==> src/rtl/piso_pkg.sv <==
// Shared types and sizing helpers for the PISO serializer.
// Optional macro PISO_PARITY_EN appends one even-parity bit to every frame.
package piso_pkg;

  typedef enum logic {
    IDLE  = 1'b0,
    SHIFT = 1'b1
  } state_t;

`ifdef PISO_PARITY_EN
  localparam int PARITY_BITS = 1;
`else
  localparam int PARITY_BITS = 0;
`endif

  localparam int DEFAULT_WIDTH = 4;
  localparam int FRAME_LEN     = DEFAULT_WIDTH + PARITY_BITS;

  function automatic int frame_len(input int width);
    return width + PARITY_BITS;
  endfunction

  // Position counter is sized for WIDTH+1 so the parity slot still fits.
  function automatic int cnt_width(input int width);
    return $clog2(width + 1);
  endfunction

endpackage

==> src/rtl/piso_bit_counter.sv <==
// Frame-position counter: tracks which bit of the frame is on the serial line
// and flags the final position.
module piso_bit_counter #(
  parameter int LEN = 4,
  parameter int CW  = 3
) (
  input  logic clk,
  input  logic resetn,
  input  logic clear,
  input  logic inc,
  output logic terminal
);

  logic [CW-1:0] count;

  // Clear wins over increment so a new frame always starts from position 0.
  always_ff @(posedge clk) begin
    if (!resetn)
      count <= '0;
    else if (clear)
      count <= '0;
    else if (inc)
      count <= count + CW'(1);
  end

  assign terminal = (count == CW'(LEN - 1));

endmodule

==> src/rtl/piso_serializer.sv <==
// Parallel-in/serial-out transmitter with valid/ready input and framed output.
// Optional macro PISO_PARITY_EN adds a trailing even-parity bit per frame.
module piso_serializer
  import piso_pkg::*;
#(
  parameter int WIDTH     = 4,
  parameter bit MSB_FIRST = 1'b1
) (
  input  logic             CLK,
  input  logic             RESETN,
  input  logic [WIDTH-1:0] I,
  input  logic             I_VALID,
  output logic             I_READY,
  output logic             O,
  output logic             O_VALID,
  output logic             O_LAST
);

  localparam int LEN = frame_len(WIDTH);
  localparam int CW  = cnt_width(WIDTH);

  state_t           state;
  state_t           state_next;
  logic [LEN-1:0]   sreg;
  logic [LEN-1:0]   load_word;
  logic [WIDTH-1:0] ordered;
  logic             terminal;
  logic             accept;
  logic             shifting;

  assign shifting = (state == SHIFT);
  assign accept   = I_READY && I_VALID;

  // The word is reordered at load time so the line always takes the top bit.
  always_comb begin
    ordered = '0;
    for (int k = 0; k < WIDTH; k++)
      ordered[k] = MSB_FIRST ? I[k] : I[WIDTH-1-k];
  end

`ifdef PISO_PARITY_EN
  assign load_word = {ordered, ^I};
`else
  assign load_word = ordered;
`endif

  always_ff @(posedge CLK) begin
    if (!RESETN)
      state <= IDLE;
    else
      state <= state_next;
  end

  always_comb begin
    state_next = state;
    case (state)
      IDLE:    if (I_VALID) state_next = SHIFT;
      SHIFT:   if (terminal && !I_VALID) state_next = IDLE;
      default: state_next = IDLE;
    endcase
  end

  always_comb begin
    I_READY = RESETN && (!shifting || terminal);
    O_VALID = shifting;
    O_LAST  = shifting && terminal;
    O       = shifting && sreg[LEN-1];
  end

  always_ff @(posedge CLK) begin
    if (!RESETN)
      sreg <= '0;
    else if (accept)
      sreg <= load_word;
    else if (shifting)
      sreg <= sreg << 1;
  end

  piso_bit_counter #(
    .LEN(LEN),
    .CW (CW)
  ) u_bit_counter (
    .clk     (CLK),
    .resetn  (RESETN),
    .clear   (accept || (shifting && terminal)),
    .inc     (shifting),
    .terminal(terminal)
  );

endmodule
==> config.mk <==
export PLATFORM = sky130hd
export DESIGN_NAME = piso_serializer
export DESIGN_NICKNAME = d
export VERILOG_FILES = /design/src/rtl/piso_pkg.sv /design/src/rtl/piso_bit_counter.sv /design/src/rtl/piso_serializer.sv
export SDC_FILE = /design/constraint.sdc
export NUM_CORES = 1
export LEC_CHECK = 0
export CORE_AREA = 3 3 40 42
export DETAILED_ROUTE_END_ITERATION = 8
export DIE_AREA = 0 0 43 45
export PLACE_DENSITY_LB_ADDON = 0.08
export SYNTH_ARGS = -nofsm -noshare
export SYNTH_HDL_FRONTEND = slang
export SYNTH_SLANG_ARGS = --single-unit
==> constraint.sdc <==
create_clock -name CLK -period 1.4 [get_ports CLK]
set_input_delay 0.14 -clock CLK [delete_from_list [all_inputs] [get_ports CLK]]
set_output_delay 0.14 -clock CLK [all_outputs]
set_load 0.03 [all_outputs]
---- After elaboration in Yosys (flattened, before gate mapping) ----
Index checks and enable logic that the tools add are counted.
Widths: inputs -> output; s select.
operators by class
  add/subtract/negate cells ............... 1
  equal/unequal tests ..................... 1
  multiplexer cells ....................... 5
  bitwise operators ....................... 2
  reductions and logical operators ........ 11
operators by type and width
  kind                 number
  $mux 4               2
  $logic_and 1x1->1    5
  $add 3x1->3 const B  1
  $eq 3x2->1 const B   1
  $logic_not 1->1      2
  $logic_or 1x1->1     2
  $mux 1               2
  $not 1->1            2
  $pmux 1 s2           1
  $reduce_bool 2->1    1
  $reduce_or 2->1      1
storage, ports and cells
  flip-flop bits (word level) ............. 8
  word-level logic and storage cells ...... 23

---- Longest topological paths before layout ----
Gate-level depths: netlist of run 1.
  word-level depth ........................ 6
  depth in mapped cells ................... 5
  gate-level depth less buffers ........... 5

---- By module ----
From an unflattened synthesis of run 1, not the netlist that was laid out.
unflattened totals
  cells, all modules ...................... 43
  area total of the unflattened synthesis .. 417.9 sq um
by module, submodules not included
  module            times used  cells each  area each (sq um)  seq. area each (sq um)
  piso_serializer   1           30          277.8              100.1
  piso_bit_counter  1           13          140.1              60.1

---- Least setup slack after synthesis of run 1 ----
Ideal clock, no wire load.
  kind .................................... reg-to-output
  start ................................... reg u_bit_counter.count[0]
  end ..................................... out I_READY
  arrival time ............................ 1.247 ns
  path slack .............................. 0.013 ns
  stages on the path, launching flop included .. 5
  buffers on the path ..................... 0
  path through ............................ dfxtp_1 ha_1 ha_1 nor2b_4 nor2b_1
on the way
  word-level cells in the longest chain between the ends .. 3
ends and longest elaborated chain
  item                    RTL line                source
  start, declared         piso_bit_counter.sv:14  logic [CW-1:0] count;
  start signal, assigned  piso_bit_counter.sv:23  count <= count + CW'(1);
  $eq 3x2->1              piso_bit_counter.sv:26  assign terminal = (count == CW'(LEN - 1));
  $logic_or 1x1->1        piso_serializer.sv:64   I_READY = RESETN && (!shifting || terminal);
  $logic_and 1x1->1       piso_serializer.sv:64
  end, declared           piso_serializer.sv:13   output logic I_READY,
No other way between the ends.

---- Worst setup path in the final report of run 1 ----
Ends and elaborated chain as after synthesis.

==> impl_results.md, run 1 <==
- Routability congestion estimate from global placement: 0.7225
- R2r endpoint: sreg[1]
- Total Power: 0.0005464 W
- Layout cells sized above 1: 36.92%
- Critical path arrival: 1.25 ns
- EDFF count, synth: 0
- Seq/Total Area, Yosys: 35.96%
- Most frequent cells in the layout: buf_4 (11), dfxtp_1 (6), clkdlybuf4s50_1 (6), mux2i_1 (5)
- Cell variety after synth: 19
- Synthesis-stage register bit count: 8
- Drt first-iter violations: 3
- Crit end category: output port
- Hold worst-path end: sreg[2]
- Syn avg cell area: 9.683 um^2
- Main synth FF type: dfxtp_1
- CTS Buf Count: 3
- Clock sinks: 8
- Clk_skew: 0.006830 ns
- Cell Area, Synth: 445.4 um^2
- CP required: 1.26 ns
- Status: completed
- Crit Path Class: reg -> out
- Final hold violations: 0
- Total I/O pin count: 11
- Fillers: 127
- Vias per cell: 4.663
- Antenna Cells: 0
- Total global routing overflow: 0
- Leakage: 0.2658 nW
- Clk buf depth: 2
- F_max: 719.3 MHz
- VDD IR max: 504.3 uV
- Reg2reg setup slack: 0.07 ns
- DRC: 0
- Area contributors post-synth: dfxtp_1 (36%), mux2i_1 (11%), ha_1 (5.6%), buf_6 (5.1%), a21oi_1 (4.5%)
- First-pass DRT Iterations: 4
- Post-synth top area share: 35.96%
- Chip Height: 45 um
- I/O Buffers: 10
- RSZ-0062 raised after global routing: true
- Synth warn: 0
- Rel. slew slack: 79.52%
- Num rows: 13
- CTS tree: done
- Fin. max-slew vios: 0
- Hold_buf cts: 0
- Final min period: 1.390 ns
- Commonest non-fill, non-tap cell in the layout: buf_4
- Max-Cap Viols: 0
- Power per standard cell area: 846.2 nW/um^2
- Startpoint types: flip-flop
- HP Start: sreg[2]
- Crit share post-route: 99.31%
- Global-route wire length before repair: 1.442 mm
- Reg clk slew, reported paths: 0.06 ns
- Hold depth: 2
- Total die area: 1935 um^2
- Routed vias: 373
- Global Route Usage Sum: 10.68%
- Nets: 76
- Final setup violating endpoints: 0
- Vias in the first global route: 357
- H-tree levels: 1
- Post-synth ARST share: 0%
- Layout Cells excl Fill: 80
- CTS root buf: clkbuf_4
- Worst slew pin tran: 0.3068 ns
- Post-route ant nets: 0
- Skew-Pair Late Insertion Delay: 0.25 ns
- Initial antenna violation count: 0
- Synth-to-Final Area Change: 44.94%
- R2r worst-path depth: 7
- Worst Hold Class: reg -> reg
- Detailed Place HPWL: 679.9 um
- Critical Path Fanout Max: 3
- Worst R2R Start: u_bit_counter.count[0]
- Synth Net Count: 55
- Avg WL per Cell: 11.54 um
- Post-Syn Instances: 46
- Util after Layout: 50.24%
- Largest net degree at the start of global routing: 11
- Final wirelength: 923 um
- Die X: 43 um
- Core area: 1285 um^2
- Cell taking the most area after synthesis: dfxtp_1
- Initial Util: 34.66%
- Placed Instances: 73
==> worst max path at each step <==
stage | startpoint | to
finish | u_bit_counter.count[0] | I_READY
global route | u_bit_counter.count[0] | I_READY
CTS | u_bit_counter.count[0] | I_READY
detailed placement | u_bit_counter.count[0] | I_READY
global placement | I_VALID | sreg[0]
floorplan | u_bit_counter.count[0] | I_READY
==> state kept, by name, indices dropped and copies added (netlist names) <==
| register | cells |
|---|---|
| u_bit_counter.count | 3 |
| sreg | 4 |
| O_VALID | 1 |
==> what timing repair did <==
action / in CTS / in global routing
gates resized for setup: 7 / 0
setup buffers: 3 / 1
pin swaps: 2 / 2
endpoints found under the setup margin: 2 / 2
==> cells by family (layout without fill, tap and decap cells) <==
| logic type | count (synthesis) | after routing | share of synthesized area [%] |
|---|---|---|---|
| buffers and inverters | 4 | 23 | 6.742 |
| AO/OA/AOI/OAI | 10 | 10 | 14.33 |
| AND/OR/NAND/NOR | 17 | 17 | 26.12 |
| flip-flops | 8 | 8 | 35.95 |
| adder cells (fa/ha/maj) | 2 | 2 | 5.617 |
| multiplexers | 5 | 5 | 11.24 |
==> worst max-delay path, cell delays in order (launching register included) <==
cell     delay (ns)
dfxtp_2        0.34
ha_4           0.16
ha_4           0.16
nor2b_4        0.12
nor2b_1        0.05
buf_4          0.16
==> per-stage QoR <==
step	TNS [ns]	area (um^2)	setup WS (ns)	hold slack, ns
final	0	645.6	0.009686	0.5438
after floorplan	0	445.4	0.01277	0.2576
after global routing	-0.04892	645.6	-0.03054	0.5864
after global placement	0	561.8	0.09557	0.5267
after detailed placement	0	561.8	0.03664	0.5363
after CTS	-0.002176	638.1	-0.002176	0.5459
==> synthesized netlist by cell type, types with 2 or more instances <==
| cell type | count |
|---|---|
| and2_1 | 2 |
| ha_1 | 2 |
| mux2i_1 | 5 |
| and2_2 | 2 |
| a21oi_1 | 4 |
| buf_6 | 2 |
| o21ai_0 | 4 |
| dfxtp_1 | 8 |
| inv_1 | 2 |
| nor2_1 | 2 |
| nand2b_1 | 3 |
| nor2b_1 | 3 |
==> final cells by class <==
class	instances	area, um^2	share of cell area, %
clock buffers	3	22.52	3.488
inverters	2	7.507	1.163
multi-input cells	34	280.3	43.41
flip-flops and latches	8	162.7	25.19
well taps	15	18.77	2.907
repair buffers	18	153.9	23.84
==> per-layer routing <==
metal / track usage (%) / vias up / routed length [um] / share of wire, %
met5: 0 / - / 0 / 0
met4: 9.036 / 0 / 29 / 3.1
met3: 3.984 / 4 / 53 / 5.7
met2: 16.17 / 11 / 428 / 46
met1: 11.86 / 160 / 412 / 45
li1: - / 198 / - / -
==> power breakdown <==
group	total [W]	internal [W]	switching, W
Sequential	0.000255	0.000243	0.0000122
Clock	0.000176	0.0000981	0.0000781
Combinational	0.000115	0.0000662	0.0000491
Total	0.000546	0.000407	0.000139
No activity file was read; power rests on OpenSTA's default activity.
==> run 2, diff against run 1 <==
==> constraint.sdc (replaced) <==
create_clock -name CLK -period 1.6 [get_ports CLK]
set_input_delay 0.16 -clock CLK [delete_from_list [all_inputs] [get_ports CLK]]
set_output_delay 0.16 -clock CLK [all_outputs]
set_load 0.03 [all_outputs]
==> run 2 against run 1 <==
Sequential share of layout area grew 1.1 points. Final cell count shrank 3.8%. Design area shrank 5.6%. Worst setup slack gained 0.089 ns. Combinational power shrank 14%. Sequential cell count is the same. Global-route usage grew 0.083 points. Sequential power shrank 15%. Worst hold slack is essentially flat. Via count shrank 2.7%. Routed wire length shrank 5.1%. Core utilization shrank 2.8 points.
==> impl_results.md, run 2 (synthesized netlist as in run 1, its figures left out) <==
- Status: completed
- Initial Util: 34.66%
- Die X: 43 um
- H-tree levels: 1
- Crit Path Class: reg -> out
- CP required: 1.44 ns
- Clk_skew: 0.006774 ns
- Synth-to-Final Area Change: 36.80%
- Fillers: 132
- Layout Cells excl Fill: 77
- Critical path arrival: 1.34 ns
- Crit path from: u_bit_counter.count[0]
- Final min period: 1.501 ns
- Clk buf depth: 2
- Routed vias: 363
- Clock sinks: 8
- Final wirelength: 876 um
- Drt first-iter violations: 6
- Post-route ant nets: 0
- Routability congestion estimate from global placement: 0.8089
- Total Power: 0.0004731 W
- Global Route Usage Sum: 10.76%
- Fin. max-slew vios: 0
- Final setup violating endpoints: 0
- Worst Hold Class: reg -> reg
- Num rows: 13
- Seq. cell area: 160.2 um^2
- Hold_buf cts: 0
- Max-Cap Viols: 0
- Crit share post-route: 93.84%
- F_max: 666.0 MHz
- Rel. slew slack: 78.72%
- Total I/O pin count: 11
- Nets: 73
- Vias in the first global route: 342
- Layout cells sized above 1: 29.03%
- Skew-Pair Late Insertion Delay: 0.26 ns
- Largest Register: sreg
- Sum Neg Setup Slack: 0 ns
- Global-route wire length before repair: 1.455 mm
- Total global routing overflow: 0
- Avg WL per Cell: 11.38 um
- Largest net degree at the start of global routing: 13
- Worst R2R Start: u_bit_counter.count[0]
- Leakage: 0.2470 nW
- Startpoint types: flip-flop
- CTS tree: done
- Total die area: 1935 um^2
- Reg clk slew, reported paths: 0.06 ns
- Final hold violations: 0
- Placed Instances: 72
- Core area: 1285 um^2
- Most frequent cells in the layout: dfxtp_1 (8), buf_4 (8), clkdlybuf4s50_1 (7), mux2i_1 (5)
- Multi-input logic area: 270.3 um^2
- Power per standard cell area: 776.5 nW/um^2
- HP Start: sreg[3]
- I/O Buffers: 10
- VDD IR max: 277.6 uV
- Reg2reg setup slack: 0.31 ns
- First-pass DRT Iterations: 4
- Detailed Place HPWL: 689 um
- CTS root buf: clkbuf_4
- Crit end category: output port
- Final hold slack: 0.5443 ns
- Vias per cell: 4.714
- Max reg flops: 4
- DRC: 0
- Worst slew pin tran: 0.3182 ns
- Initial antenna violation count: 0
- CTS Buf Count: 3
- Chip Height: 45 um
- Antenna Cells: 0
- Critical Path Fanout Max: 6
- RSZ-0062 raised after global routing: false
run 2: worst paths after layout:
check,endpoint,cells past startpoint
worst max-delay path,I_READY,5
worst min-delay path,sreg[3],2
worst max register to register,sreg[1],6
worst min register to register,sreg[3],2
run 2: cell type report:
cell class	count	area share (%)
inverter	2	1.232
timing repair buffer	15	21.36
clock buffer	3	3.696
multi-input combinational	34	44.35
sequential	8	26.28
tap	15	3.080
run 2: repair_timing:
action | 4_1_cts | 5_1_grt
hold endpoints to repair | 0 | 0
resized for setup | 1 | 2
setup endpoints to repair | 2 | 1
setup buffers | 0 | 2
run 2: through the flow:
| stage | cell area (um^2) | setup slack [ns] | util, % |
|---|---|---|---|
| after floorplan | 445.4 | 0.1928 | - |
| after detailed placement | 556.8 | 0.2117 | 43.33 |
| after global routing | 609.3 | 0.04363 | 47.42 |
| after global placement | 556.8 | 0.2207 | 43.33 |
| after CTS | 581.8 | 0.007031 | 45.28 |
| final | 609.3 | 0.09852 | 47.42 |
run 2: report_power, final:
| group | leakage [nW] | switching, W | total (W) | internal (W) |
|---|---|---|---|---|
| logic | 0.167 | 0.0000441 | 0.0000988 | 0.0000548 |
| registers | 0.0658 | 0.00000627 | 0.000218 | 0.000212 |
| clock network | 0.0138 | 0.0000703 | 0.000156 | 0.0000859 |
| total | 0.247 | 0.000121 | 0.000473 | 0.000353 |
run 2: critical path: stages, from the launching register on:
cell	delay, ns
dfxtp_1	0.32
ha_2	0.20
ha_4	0.18
nor2b_4	0.15
nor2b_1	0.06
buf_4	0.16
run 2: routing by layer:
metal | GRT usage, % | wire length [um] | vias up
li1 | - | - | 189
met2 | 16.17 | 408 | 16
met3 | 4.781 | 66 | 3
met1 | 12.35 | 384 | 155
met4 | 7.229 | 17 | 0
met5 | 0 | 0 | -
